<file path="config.mk">
export PLATFORM = sky130hd
export DESIGN_NAME = audio_cic_integrator
export DESIGN_NICKNAME = d
export VERILOG_FILES = /design/src/rtl/audio_cic_pkg.sv /design/src/rtl/audio_cic_integ_stage.sv /design/src/rtl/audio_cic_integrator.sv
export SDC_FILE = /design/constraint.sdc
export NUM_CORES = 1
export LEC_CHECK = 0
export CELL_PAD_IN_SITES_DETAIL_PLACEMENT = 1
export CELL_PAD_IN_SITES_GLOBAL_PLACEMENT = 2
export CORE_MARGIN = 1.5
export CORE_UTILIZATION = 42
export DETAILED_ROUTE_END_ITERATION = 7
export DONT_BUFFER_PORTS = 1
export GPL_ROUTABILITY_DRIVEN = 0
export PLACE_DENSITY = 0.93
export SLEW_MARGIN = 20
export SYNTH_ARGS = -nofsm -noshare
export SYNTH_HDL_FRONTEND = slang
export SYNTH_HIERARCHICAL = 1
export SYNTH_SLANG_ARGS = --single-unit
export TNS_END_PERCENT = 50
</file>
<file path="constraint.sdc">
create_clock -name clk -period 4.8 [get_ports clk]
set_input_delay 1.44 -clock clk [delete_from_list [all_inputs] [get_ports clk]]
set_output_delay 1.44 -clock clk [all_outputs]
set_load 0.01 [all_outputs]
</file>
<file path="src/rtl/audio_cic_pkg.sv">
// Shared CIC helpers: integrator width, phase-counter width and parameter legality.
package audio_cic_pkg;

    function automatic int cic_calcw(input int iw, input int stages, input int rate,
                                     input int depth);
        return iw + stages * $clog2(rate * depth);
    endfunction

    function automatic int cic_cntw(input int rate);
        return (rate > 1) ? $clog2(rate) : 1;
    endfunction

    function automatic bit cic_params_legal(input int stages, input int rate);
        return (stages >= 1) && (rate >= 1);
    endfunction

endpackage

</file>
<file path="src/rtl/audio_cic_integ_stage.sv">
// One wrapping CIC integrator: acc <= acc + add on each enabled clock.
module audio_cic_integ_stage #(
    parameter int unsigned W = 22
) (
    input  logic         clk,
    input  logic         reset,
    input  logic         cen,
    input  logic [W-1:0] add_i,
    output logic [W-1:0] acc_o
);

    logic [W-1:0] acc_q, acc_d;

    always_comb begin
        acc_d = acc_q;
        if (cen) begin
            acc_d = acc_q + add_i;
        end
    end

    always_ff @(posedge clk) begin
        if (reset) begin
            acc_q <= '0;
        end else begin
            acc_q <= acc_d;
        end
    end

    assign acc_o = acc_q;

endmodule

</file>
<file path="src/rtl/audio_cic_integrator.sv">
// CIC integrator cascade plus decimator: emits one sample and a strobe every RATE input samples.
module audio_cic_integrator
    import audio_cic_pkg::*;
#(
    parameter int IW     = 16,
    parameter int STAGES = 3,
    parameter int RATE   = 4,
    parameter int DEPTH  = 1,
    localparam int CALCW = cic_calcw(IW, STAGES, RATE, DEPTH)
) (
    input  logic             clk,
    input  logic             reset,
    input  logic             cen_in,
    input  logic [IW-1:0]    snd_in,
    output logic [CALCW-1:0] snd_out,
    output logic             cen_out
);

    localparam int CntW = cic_cntw(RATE);
    localparam logic [CntW-1:0] CntMax = CntW'(RATE - 1);

    if (!cic_params_legal(STAGES, RATE)) begin : g_param_check
        $error("audio_cic_integrator: STAGES and RATE must both be at least 1");
    end

    logic [CALCW-1:0] ext;
    logic [STAGES-1:0][CALCW-1:0] acc;
    logic [STAGES-1:0][CALCW-1:0] add;
    logic [CALCW-1:0] last_sum;

    assign ext = CALCW'($signed(snd_in));

    for (genvar k = 0; k < STAGES; k++) begin : g_stage
        if (k == 0) begin : g_first
            assign add[k] = ext;
        end else begin : g_rest
            assign add[k] = acc[k-1];
        end

        audio_cic_integ_stage #(
            .W(CALCW)
        ) u_stage (
            .clk  (clk),
            .reset(reset),
            .cen  (cen_in),
            .add_i(add[k]),
            .acc_o(acc[k])
        );
    end

    // Value the last integrator will hold after this edge.
    assign last_sum = acc[STAGES-1] + add[STAGES-1];

    logic [CntW-1:0]  cnt_q, cnt_d;
    logic [CALCW-1:0] snd_q, snd_d;
    logic             cen_out_q, cen_out_d;
    logic             dec;

    always_comb begin
        dec       = cen_in && (cnt_q == CntMax);
        cnt_d     = cnt_q;
        snd_d     = snd_q;
        cen_out_d = dec;
        if (cen_in) begin
            cnt_d = dec ? '0 : cnt_q + 1'b1;
        end
        if (dec) begin
            snd_d = last_sum;
        end
    end

    always_ff @(posedge clk) begin
        if (reset) begin
            cnt_q     <= '0;
            snd_q     <= '0;
            cen_out_q <= 1'b0;
        end else begin
            cnt_q     <= cnt_d;
            snd_q     <= snd_d;
            cen_out_q <= cen_out_d;
        end
    end

    assign snd_out = snd_q;
    assign cen_out = cen_out_q;

endmodule

</file>
==> results.py <==
metrics = {
    "outcome": {
        "outcome": "completed",
    },
    "clock_tree": {
        "cts_resized": 0,
        "clkLatencyLatePin_ns": 0.35,
        "cts-root-buf": "clkbuf_16",
        "cts_sinks": 91,
        "clock_path_buffers": 2,
        "cts_setup_buffers": 0,
        "path_clk_slew_ns": 0.06,
        "cts-htree-levels": 3,
        "cts_hold_buf": 0,
        "cts_made_buffers": 9,
        "cts_tree": "done",
    },
    "grt": {
        "grt_start_max_net_pins": 88,
        "grt_pass1_wl_um": 32690,
        "grt-busiest-layer": "met2",
        "antenna_found_initial": 0,
        "grtUsageMet1": 0.2948,
        "grtUsageTotal": 0.2172,
        "grt_pass1_vias": 6565,
        "use_met2": 0.3643,
        "grtUsageMet3": 0.03495,
        "grt_overflow": 0,
    },
    "critical_path": {
        "worst_setup_path_start_kind": "primary input",
        "crit_buf_inv": 0,
        "worstSetupEndpointType": "flop",
        "worstPathRequired_ns": 5.04,
        "crit_fanout": 8,
        "worstPathArrival_ns": 3.57,
        "crit_top_cell": "a21o_1",
        "crit_type": "primary input to flop",
        "crit_family": "compound AO/OA/AOI/OAI gates",
        "slowest_stage": "ha_1",
        "critical_path.max_stage_delay_ns": 0.37,
        "path_cells": "ha_1 -> a21o_1 -> a21o_1 -> a221o_1 -> a41o_1 -> a31oi_1 -> mux2i_1 -> mux2_1",
    },
    "final_layout": {
        "antenna-diode-count": 0,
        "drive_gt1_frac": 0.03943,
        "fin_nets": 1016,
        "fill_cells": 2116,
        "final_cell_area_um2": 8003,
        "utilization": 0.4579,
        "syn_to_final_growth_pct": 5.632,
        "fin_cells": 1138,
    },
    "routing": {
        "routedWlPerCell_um": 17.43,
        "drc": 0,
        "vias": 6758,
        "wl_um": 19830,
        "first_iter_violations": 308,
        "post_drt_via_cell_ratio": 5.938,
        "drtAntennaViolNets": 0,
        "firstDrtPassIters": 5,
    },
    "logic_synthesis": {
        "synth_edf_count": 0,
        "ys_seq_area_frac": 0.2405,
        "synth-seq-cells": 91,
        "syn_inst": 935,
        "synth-async-reset-ratio": 0,
        "synth_area_um2": 7576,
        "synth_warnings": 6,
        "ys.flop_type": "dfxtp_1",
        "ys_types": 74,
        "avgSynthCellArea_um2": 8.103,
        "syn_nets": 1043,
    },
    "timing": {
        "finalHoldViolations": 0,
        "period_needed_ns": 3.329,
        "rsz0062_at_grt": "false",
        "worstMarginPinSlew_ns": 0.5659,
        "setup_viol": 0,
        "finalSetupTns_ns": 0,
        "relSlewSlack": 0.6228,
        "fmax_mhz": 300.4,
        "timing.final.ws_setup_ns": 1.471,
        "drv_slew": 0,
        "min_period_over_period": 0.6934,
        "fin_skew_ns": 0.007638,
        "hold_ws_ns": 0.4852,
    },
    "power_and_ir_drop": {
        "power.total_mw": 2.524,
        "power_density_nw_per_um2": 315.4,
        "vdd_drop_max_mv": 0.1658,
        "switchingPower_mw": 0.9106,
        "seqPwrFrac": 0.365,
        "p_int_mw": 1.614,
        "p_leak_nw": 3.565,
        "p_sw_frac": 0.3607,
        "clkPwrFrac": 0.288,
        "comb_power_share": 0.347,
    },
    "floorplan": {
        "die_x_um": 137.3,
        "start_util": 0.4335,
        "die-area_um2": 18850,
        "die_h_um": 137.3,
        "ios": 42,
        "row_count": 48,
        "core-area_um2": 17480,
    },
    "placement": {
        "placed_area_um2": 7707,
        "io_buffers": 0,
        "dpl.cell_count": 1122,
        "dp_hpwl_um": 14900,
        "pre_cts_ws_ns": 1.131,
    },
    "job": {
        "maxCapViolations": 0,
    },
    "min_path": {
        "min_path_type": "flop to flop",
    },
}
==> logic make-up (layout without fill, tap and decap cells) <==
family	Yosys count	count (layout)	synth area share
fa+ha+maj	89	89	0.1510
buf+inv	64	42	0.03270
mux	41	41	0.05466
simple gates	299	299	0.1908
compound gates	298	298	0.2692
flops	91	91	0.2405
xor+xnor	53	53	0.06127
==> metal layers <==
metal | wire length [um] | part of all wire | vias to the layer above
met5 | 0 | 0 | -
met4 | 228 | 0.011 | 0
li1 | - | - | 3402
met1 | 9638 | 0.49 | 3273
met2 | 9453 | 0.48 | 64
met3 | 509 | 0.026 | 19
==> tightest hold or removal path: cells and delay by family, from the launching register on <==
| kind | cells | cell delay, ns |
|---|---|---|
| compound gates | 1 | 0.05 |
| flops | 1 | 0.32 |
| simple gates | 1 | 0.06 |
==> Yosys cell counts, types with 24 or more instances <==
cell	n	area share
a21o_1	27	0.027
a21oi_1	92	0.061
clkbuf_1	29	0.014
dfxtp_1	91	0.24
ha_1	85	0.14
inv_1	26	0.013
mux2i_1	38	0.050
nand2_1	90	0.045
nor2_1	84	0.042
o21ai_0	32	0.021
xnor2_1	29	0.034
xor2_1	24	0.028
==> sequential cells by signal, indices dropped and copies added, names as in the netlist <==
| register | cells |
|---|---|
| cen_out | 1 |
| g_stage.u_stage/acc_o | 66 |
| snd_out | 22 |
| cnt_q | 2 |
==> cells in the final DEF (no fill, tap or decap), types with 5 or more instances in the layout <==
cell type  synthesis  layout
a21oi_1           92      92
dfxtp_1           91      91
nand2_1           90      90
ha_1              85      85
nor2_1            84      84
mux2i_1           38      38
o21ai_0           32      32
xnor2_1           29      29
a21o_1            27      27
inv_1             26      26
xor2_1            24      24
o21ai_1           21      21
nand3_1           20      20
nor2b_1           18      18
o21a_1            17      17
nand4_1           17      17
a22o_1            15      15
nand2b_1          15      15
a31oi_1           13      13
or3_1             10      10
nor3_1             9       9
clkbuf_16          0       9
nor3b_1            9       9
a211oi_1           8       8
and3_1             8       8
a211o_1            6       6
a32o_1             6       6
o2111ai_1          5       5
==> worst paths after layout <==
| path | slack, ns | depth (start not counted) | start | end |
|---|---|---|---|---|
| worst max-delay path | 1.47 | 8 | snd_in[15] | g_stage[0].u_stage/acc_o[21] |
| worst min-delay path | 0.49 | 2 | g_stage[2].u_stage/acc_o[15] | g_stage[2].u_stage/acc_o[15] |
| worst max register to register | 2.15 | 8 | g_stage[0].u_stage/acc_o[18] | g_stage[0].u_stage/acc_o[21] |
| worst min register to register | 0.49 | 2 | g_stage[2].u_stage/acc_o[15] | g_stage[2].u_stage/acc_o[15] |
==> cell type report <==
class,instances,area (um2),area share
Clock buffer,11,242.7,0.03033
Clock inverter,5,52.55,0.006567
Inverter,26,97.59,0.01220
Multi-Input combinational cell,780,5507,0.6881
Sequential cell,91,1822,0.2276
Tap cell,225,281.5,0.03518
==> power by group through the flow <==
stage | logic (mW) | registers, mW | clock network, mW
5_1_grt | 0.982 | 0.932 | 0.776
2_1_floorplan | 0.719 | 0.901 | 0
3_5_place_dp | 0.863 | 0.943 | 0
4_1_cts | 0.872 | 0.926 | 0.745
6_report | 0.876 | 0.921 | 0.728
3_3_place_gp | 0.845 | 0.942 | 0
No activity file was read; power rests on OpenSTA's default activity.
